--- config.mk ---
export PLATFORM = sky130hd
export DESIGN_NAME = pack_arbiter_2to1
export DESIGN_NICKNAME = d
export VERILOG_FILES = /design/src/rtl/pack_arbiter_2to1.sv
export SDC_FILE = /design/constraint.sdc
export NUM_CORES = 1
export LEC_CHECK = 0
export BUFFER_PORTS_ARGS = -buffer_cell sky130_fd_sc_hd__buf_4
export CAP_MARGIN = 20
export CORE_MARGIN = 2
export CORE_UTILIZATION = 40
export DETAILED_ROUTE_END_ITERATION = 12
export GPL_TIMING_DRIVEN = 0
export MAX_ROUTING_LAYER = met4
export PLACE_DENSITY_LB_ADDON = 0.15
export SETUP_SLACK_MARGIN = 0.1
export SLEW_MARGIN = 40
export SYNTH_ARGS = -nofsm -noshare
export SYNTH_HDL_FRONTEND = slang
export SYNTH_SLANG_ARGS = --single-unit
--- constraint.sdc ---
create_clock -name clk -period 1.6 [get_ports clk]
set_clock_uncertainty 0.15 [all_clocks]
set_input_delay 0.32 -clock clk [delete_from_list [all_inputs] [get_ports clk]]
set_output_delay 0.32 -clock clk [all_outputs]
set_load 0.1 [all_outputs]
--- src/rtl/pack_arbiter_2to1.sv ---
// pack_arbiter_2to1: 2:1 arbiter forwarding 16-beat groups of 24-bit beats to a 24-to-128 packer.
// Build option PAD_TIMEOUT_EN: a group stalled for 8 cycles is completed with zero pad beats.
module pack_arbiter_2to1 #(
   parameter int DATA_W = 24
) (
   input  logic              clk,
   input  logic              rst_n,
   input  logic [DATA_W-1:0] s0_data,
   input  logic              s0_valid,
   output logic              s0_ready,
   input  logic [DATA_W-1:0] s1_data,
   input  logic              s1_valid,
   output logic              s1_ready,
   output logic [DATA_W-1:0] pk_data,
   output logic              pk_valid,
   output logic              pk_src,
   output logic              pk_pad,
   output logic              grp_done
);

   localparam logic [3:0] LAST_BEAT = 4'd15;

`ifdef PAD_TIMEOUT_EN
   typedef enum logic [1:0] {IDLE = 2'd0, GRANT = 2'd1, PAD = 2'd2} state_t;
   localparam logic [2:0] STALL_MAX = 3'd7;
   logic [2:0] stall_cnt;
   logic       pad_q;
   assign pk_pad = pad_q;
`else
   typedef enum logic [1:0] {IDLE = 2'd0, GRANT = 2'd1} state_t;
   assign pk_pad = 1'b0;
`endif

   state_t            state;
   logic              grant;
   logic              last_grant;
   logic [3:0]        beat_cnt;
   logic              hs;
   logic              last_beat;
   logic [DATA_W-1:0] gnt_data;

   always_comb begin
      hs        = (state == GRANT) && (grant ? s1_valid : s0_valid);
      gnt_data  = grant ? s1_data : s0_data;
      last_beat = (beat_cnt == LAST_BEAT);
   end

   // Ready depends only on registered state, so a source never sees a combinational path.
   assign s0_ready = (state == GRANT) && !grant;
   assign s1_ready = (state == GRANT) &&  grant;
   assign pk_src   = grant;

   always_ff @(posedge clk or negedge rst_n) begin
      if (!rst_n) begin
         state      <= IDLE;
         grant      <= 1'b0;
         last_grant <= 1'b1;
         beat_cnt   <= '0;
         pk_data    <= '0;
         pk_valid   <= 1'b0;
         grp_done   <= 1'b0;
`ifdef PAD_TIMEOUT_EN
         stall_cnt  <= '0;
         pad_q      <= 1'b0;
`endif
      end else begin
         pk_valid <= 1'b0;
         grp_done <= 1'b0;
`ifdef PAD_TIMEOUT_EN
         pad_q    <= 1'b0;
`endif
         case (state)
            IDLE: begin
`ifdef PAD_TIMEOUT_EN
               stall_cnt <= '0;
`endif
               // Prefer the source that did not own the previous group.
               if (s0_valid || s1_valid) begin
                  grant <= last_grant ? !s0_valid : s1_valid;
                  state <= GRANT;
               end
            end
            GRANT: begin
               if (hs) begin
                  pk_data  <= gnt_data;
                  pk_valid <= 1'b1;
                  beat_cnt <= beat_cnt + 1'b1;
`ifdef PAD_TIMEOUT_EN
                  stall_cnt <= '0;
`endif
                  if (last_beat) begin
                     grp_done   <= 1'b1;
                     last_grant <= grant;
                     state      <= IDLE;
                  end
               end
`ifdef PAD_TIMEOUT_EN
               else if (stall_cnt == STALL_MAX) begin
                  stall_cnt <= '0;
                  state     <= PAD;
               end else begin
                  stall_cnt <= stall_cnt + 1'b1;
               end
`endif
            end
`ifdef PAD_TIMEOUT_EN
            PAD: begin
               pk_data  <= '0;
               pk_valid <= 1'b1;
               pad_q    <= 1'b1;
               beat_cnt <= beat_cnt + 1'b1;
               if (last_beat) begin
                  grp_done   <= 1'b1;
                  last_grant <= grant;
                  state      <= IDLE;
               end
            end
`endif
            default: state <= IDLE;
         endcase
      end
   end

`ifndef SYNTHESIS
   a_one_ready: assert property (@(posedge clk) disable iff (!rst_n) !(s0_ready && s1_ready));
   a_done_beat: assert property (@(posedge clk) disable iff (!rst_n) grp_done |-> pk_valid);
`endif

endmodule

# ---- Word level (Yosys, flattened, before mapping)
# Cells that the tools add are included.
dict set report totals {
  regBits 34
  out_inout_bits 30
}
dict set report classes {
  add_sub_neg 1
  eq_ne 5
  muxes 12
  reduce_logical 11
}
# operator n
set ops {}
lappend ops {{$mux W24} 1}
lappend ops {{$mux W1} 7}
lappend ops {{$mux W2} 3}
lappend ops {{$ne A2 B2 Y1 const B} 3}
lappend ops {{$reduce_and A3 Y1} 2}
lappend ops {{$add A4 B1 Y4 const B} 1}
lappend ops {{$eq A4 B4 Y1 const B} 1}
lappend ops {{$pmux W2 S2} 1}
lappend ops {{$reduce_and A2 Y1} 2}
lappend ops {{$logic_and A1 B1 Y1} 3}
lappend ops {{$eq A2 B1 Y1 const B} 1}
lappend ops {{$logic_not A1 Y1} 2}
lappend ops {{$logic_not A2 Y1} 1}
lappend ops {{$logic_or A1 B1 Y1} 1}

# ---- Longest topological paths before layout
dict set report depth {
  depth_word 4
  depth_mapped 5
  ltp_nobuf 4
}

# ---- Least setup slack after synthesis
# OpenSTA, ideal clock, no wires.
dict set report synth_timing {
  kind {reg-to-output}
  start {register grant, in the netlist pk_src}
  end {output s0_ready}
  arrival_time_ps 2575
  t_required_ps 1130
  slack_ps -1445
  stages_incl_launch_ff 4
  path_buffers 2
  path_cell_list {dfrtp_1 > buf_4 > buf_2 > nor2_1}
}
dict set report synth_via {
  elab_chain_cells 2
}
# element line
set synth_rtl {}
lappend synth_rtl {{start: declaration} 35} ;# logic grant;
lappend synth_rtl {{start signal: assignment} 79} ;# grant <= last_grant ? !s0_valid : s1_valid;
lappend synth_rtl {{$logic_not A1 Y1} 49} ;# assign s0_ready = (state == GRANT) && !grant;
lappend synth_rtl {{$logic_and A1 B1 Y1} 49}
lappend synth_rtl {{end: declaration} 10} ;# output logic s0_ready,
# Every way passes these cells.

# ---- Worst setup path in the final report
dict set report layout_timing {
  start {register grant, in the netlist pk_src}
  end {output s1_ready}
}
dict set report layout_via {
  elab_chain_cells 1
}
# element line
set layout_rtl {}
lappend layout_rtl {{$logic_and A1 B1 Y1} 50} ;# assign s1_ready = (state == GRANT) && grant;
lappend layout_rtl {{end: declaration} 13} ;# output logic s1_ready,
# Every way passes these cells.

==> flow_metrics.py <==
metrics = {
    "run_status": {
        "status": "finished with violations",
        "violations": "setup timing",
    },
    "hold_path": {
        "hp-class": "input port to register",
        "hold_depth": 3,
        "hold_path_startpoint": "s1_valid",
        "min_to": "state[0]",
    },
    "worst_setup_path": {
        "path_class": "register to output pin",
        "reg2reg_from": "pk_src",
        "reg2reg_depth": 5,
        "path_depth": 4,
        "cp_slowest_cell": "dfrtp_4",
        "critPathTopFamily": "flip-flops",
        "cpPeakStageDelay_ns": 0.49,
        "cp.arrival_ns": 1.33,
        "crit_buf_inv": 3,
        "end_kind": "output pin",
        "crit_fanout": 3,
        "cp_common_cell": "buf_12",
        "r2r_slack_ns": -0.17,
        "path_cells": "buf_12, buf_12, and2_4, buf_12",
        "crit_required_ns": 1.13,
        "cp-start-kind": "register",
        "crit_path_start": "pk_src",
        "rr_endpoint": "beat_cnt[1]",
    },
    "cts": {
        "htreeDepth": 2,
        "clk_latency_ns": 0.28,
        "path_clk_slew_ns": 0.06,
        "clkSinkCount": 33,
        "cts_buffer_depth": 2,
        "clock-root-buffer": "clkbuf_8",
        "cts_tree": "done",
        "cts_buffers": 5,
    },
    "synthesis": {
        "yosysWarnings": 0,
        "synth_top_area_share_pct": 52.3,
        "synth_largest_area_cell": "dfrtp_1",
        "async_flop_share_pct": 100,
        "synth_edf_count": 0,
        "yosys_register_bits": 33,
        "synthFlopType": "dfrtp_1",
        "synth_area_leaders": "dfrtp_1 52%, mux2i_1 16%, o21ai_0 9.8%",
        "postSynthAreaPerCell_um2": 10.9,
        "syn-cell-area_um2": 1530,
        "synth_cells": 140,
        "yosysUniqueCellTypes": 26,
        "ys_seq_area_share_pct": 54.0,
        "synth_nets": 193,
    },
    "placement": {
        "dpl.hpwl_um": 2930,
        "portBuffers": 80,
        "globalplace.congestion": 0.679,
        "place_area_um2": 2220,
    },
    "grt": {
        "grtUsageMet1_pct": 24.0,
        "met3_usage_pct": 4.60,
        "grt_pass1_wl_um": 6700,
        "grt_overflow": 0,
        "grt_max_degree": 34,
        "top_usage_layer": "met2",
        "grt_pass1_vias": 1479,
        "antenna_found_initial": 0,
        "grt_use_met2_pct": 35.9,
        "track_usage_pct": 21.4,
    },
    "detailed_routing": {
        "vias_per_cell": 5.08,
        "drc": 0,
        "vias": 1474,
        "wirelength_um": 4310,
        "wl_per_cell_um": 14.9,
        "ant_nets": 0,
        "dr.pass1.iters": 4,
        "drt_iter0_markers": 68,
    },
    "cells_and_area": {
        "drive_gt1_share_pct": 52.9,
        "layout_common_cells": "84 x buf_4, 30 x dfrtp_1, 28 x o21ai_1",
        "fillerInstances": 279,
        "num-nets-final": 295,
        "final_util_pct": 71.5,
        "final_area_um2": 2620,
        "areaGrowthSynthToFinish_pct": 71.1,
        "final_common_cell": "buf_4",
        "n_antenna_cell": 0,
    },
    "floorplanning": {
        "ioPinCount": 82,
        "core_area_um2": 3660,
        "die-area_um2": 4340,
        "rows": 22,
        "die_width_um": 65.9,
        "start_util_pct": 41.8,
        "die_h_um": 65.9,
    },
    "timing": {
        "fin_ws_ns": -0.196,
        "min_period_over_period_pct": 112,
        "setup_viol": 27,
        "fmax_mhz": 557,
        "min_period_ns": 1.80,
        "rsz0062_at_grt": "yes",
        "report.final.slew_viol_count": 0,
        "hold_violations": 0,
    },
    "run": {
        "cap_viol_max_count": 0,
    },
}
through the flow:
stage               hold slack [ns]  setup slack (ns)  std cells  setup TNS [ns]
global placement              0.133            -0.233        268           -3.64
global route                  0.155            -0.223        290           -3.42
detailed placement            0.132            -0.269        268           -4.53
CTS                           0.152            -0.205        284          -0.771
finish                        0.156            -0.196        290           -1.83
floorplan                    -0.126            -0.299        140           -4.78
synth_stat cells (2+ instances only):
master and count:
xor2_1 2, dfrtp_1 32, o21ai_1 18, mux2i_1 24, clkbuf_1 4, nand2_1 3, buf_2 2, nor3_1 2
o21ai_0 30, buf_4 4, nor2_1 4
worst max path at each step:
stage,end
after floorplan,s0_ready
after global placement,beat_cnt[1]
after detailed placement,beat_cnt[1]
after CTS,s1_ready
after global routing,s1_ready
final,s1_ready
what timing repair did:
action,in CTS,in global routing
resized for setup,37,32
endpoints found under the hold margin,32,0
pin swaps,1,5
endpoints found under the setup margin,32,34
hold buffers,1,0
buffers inserted,8,7
layout make-up:
type,count,area (µm²),area share (%)
plain buffers,11,136,5.21
clock buffers,7,86.3,3.30
inverters,2,12.5,0.478
multi-input cells,94,703,26.9
flip-flops and latches,33,832,31.8
well taps,48,60.1,2.29
repair buffers,95,787,30.1
worst reg2reg max path: stages, from the launching register on:
cell,delay (ns)
dfrtp_4,0.49
buf_6,0.14
mux2i_4,0.24
nand2b_1,0.16
buf_6,0.14
mux2_1,0.33
logic make-up after synthesis:
group           Yosys count  share of synthesized area (%)
simple gates             13                           3.92
other cells               1                          0.245
flops                    33                           54.0
buf+inv                  13                           4.82
fa+ha+maj                 1                          0.818
mux                      27                           18.1
compound gates           49                           16.4
xor+xnor                  3                           1.72
per-layer routing:
layer  share of wire (%)  routed length (µm)
met5                   0                   0
met4                 2.2                  93
met3                 6.3                 270
met2                  54                2330
met1                  37                1610
registers in the layout (all words and copies together) (netlist names):
signal	cells
pk_data	24
beat_cnt	4
grp_done	1
last_grant	1
pk_src	1
pk_valid	1
state	1
Power is not shown: default switching activity piles up to over one toggle a cycle in this logic, so the estimate is an artifact.
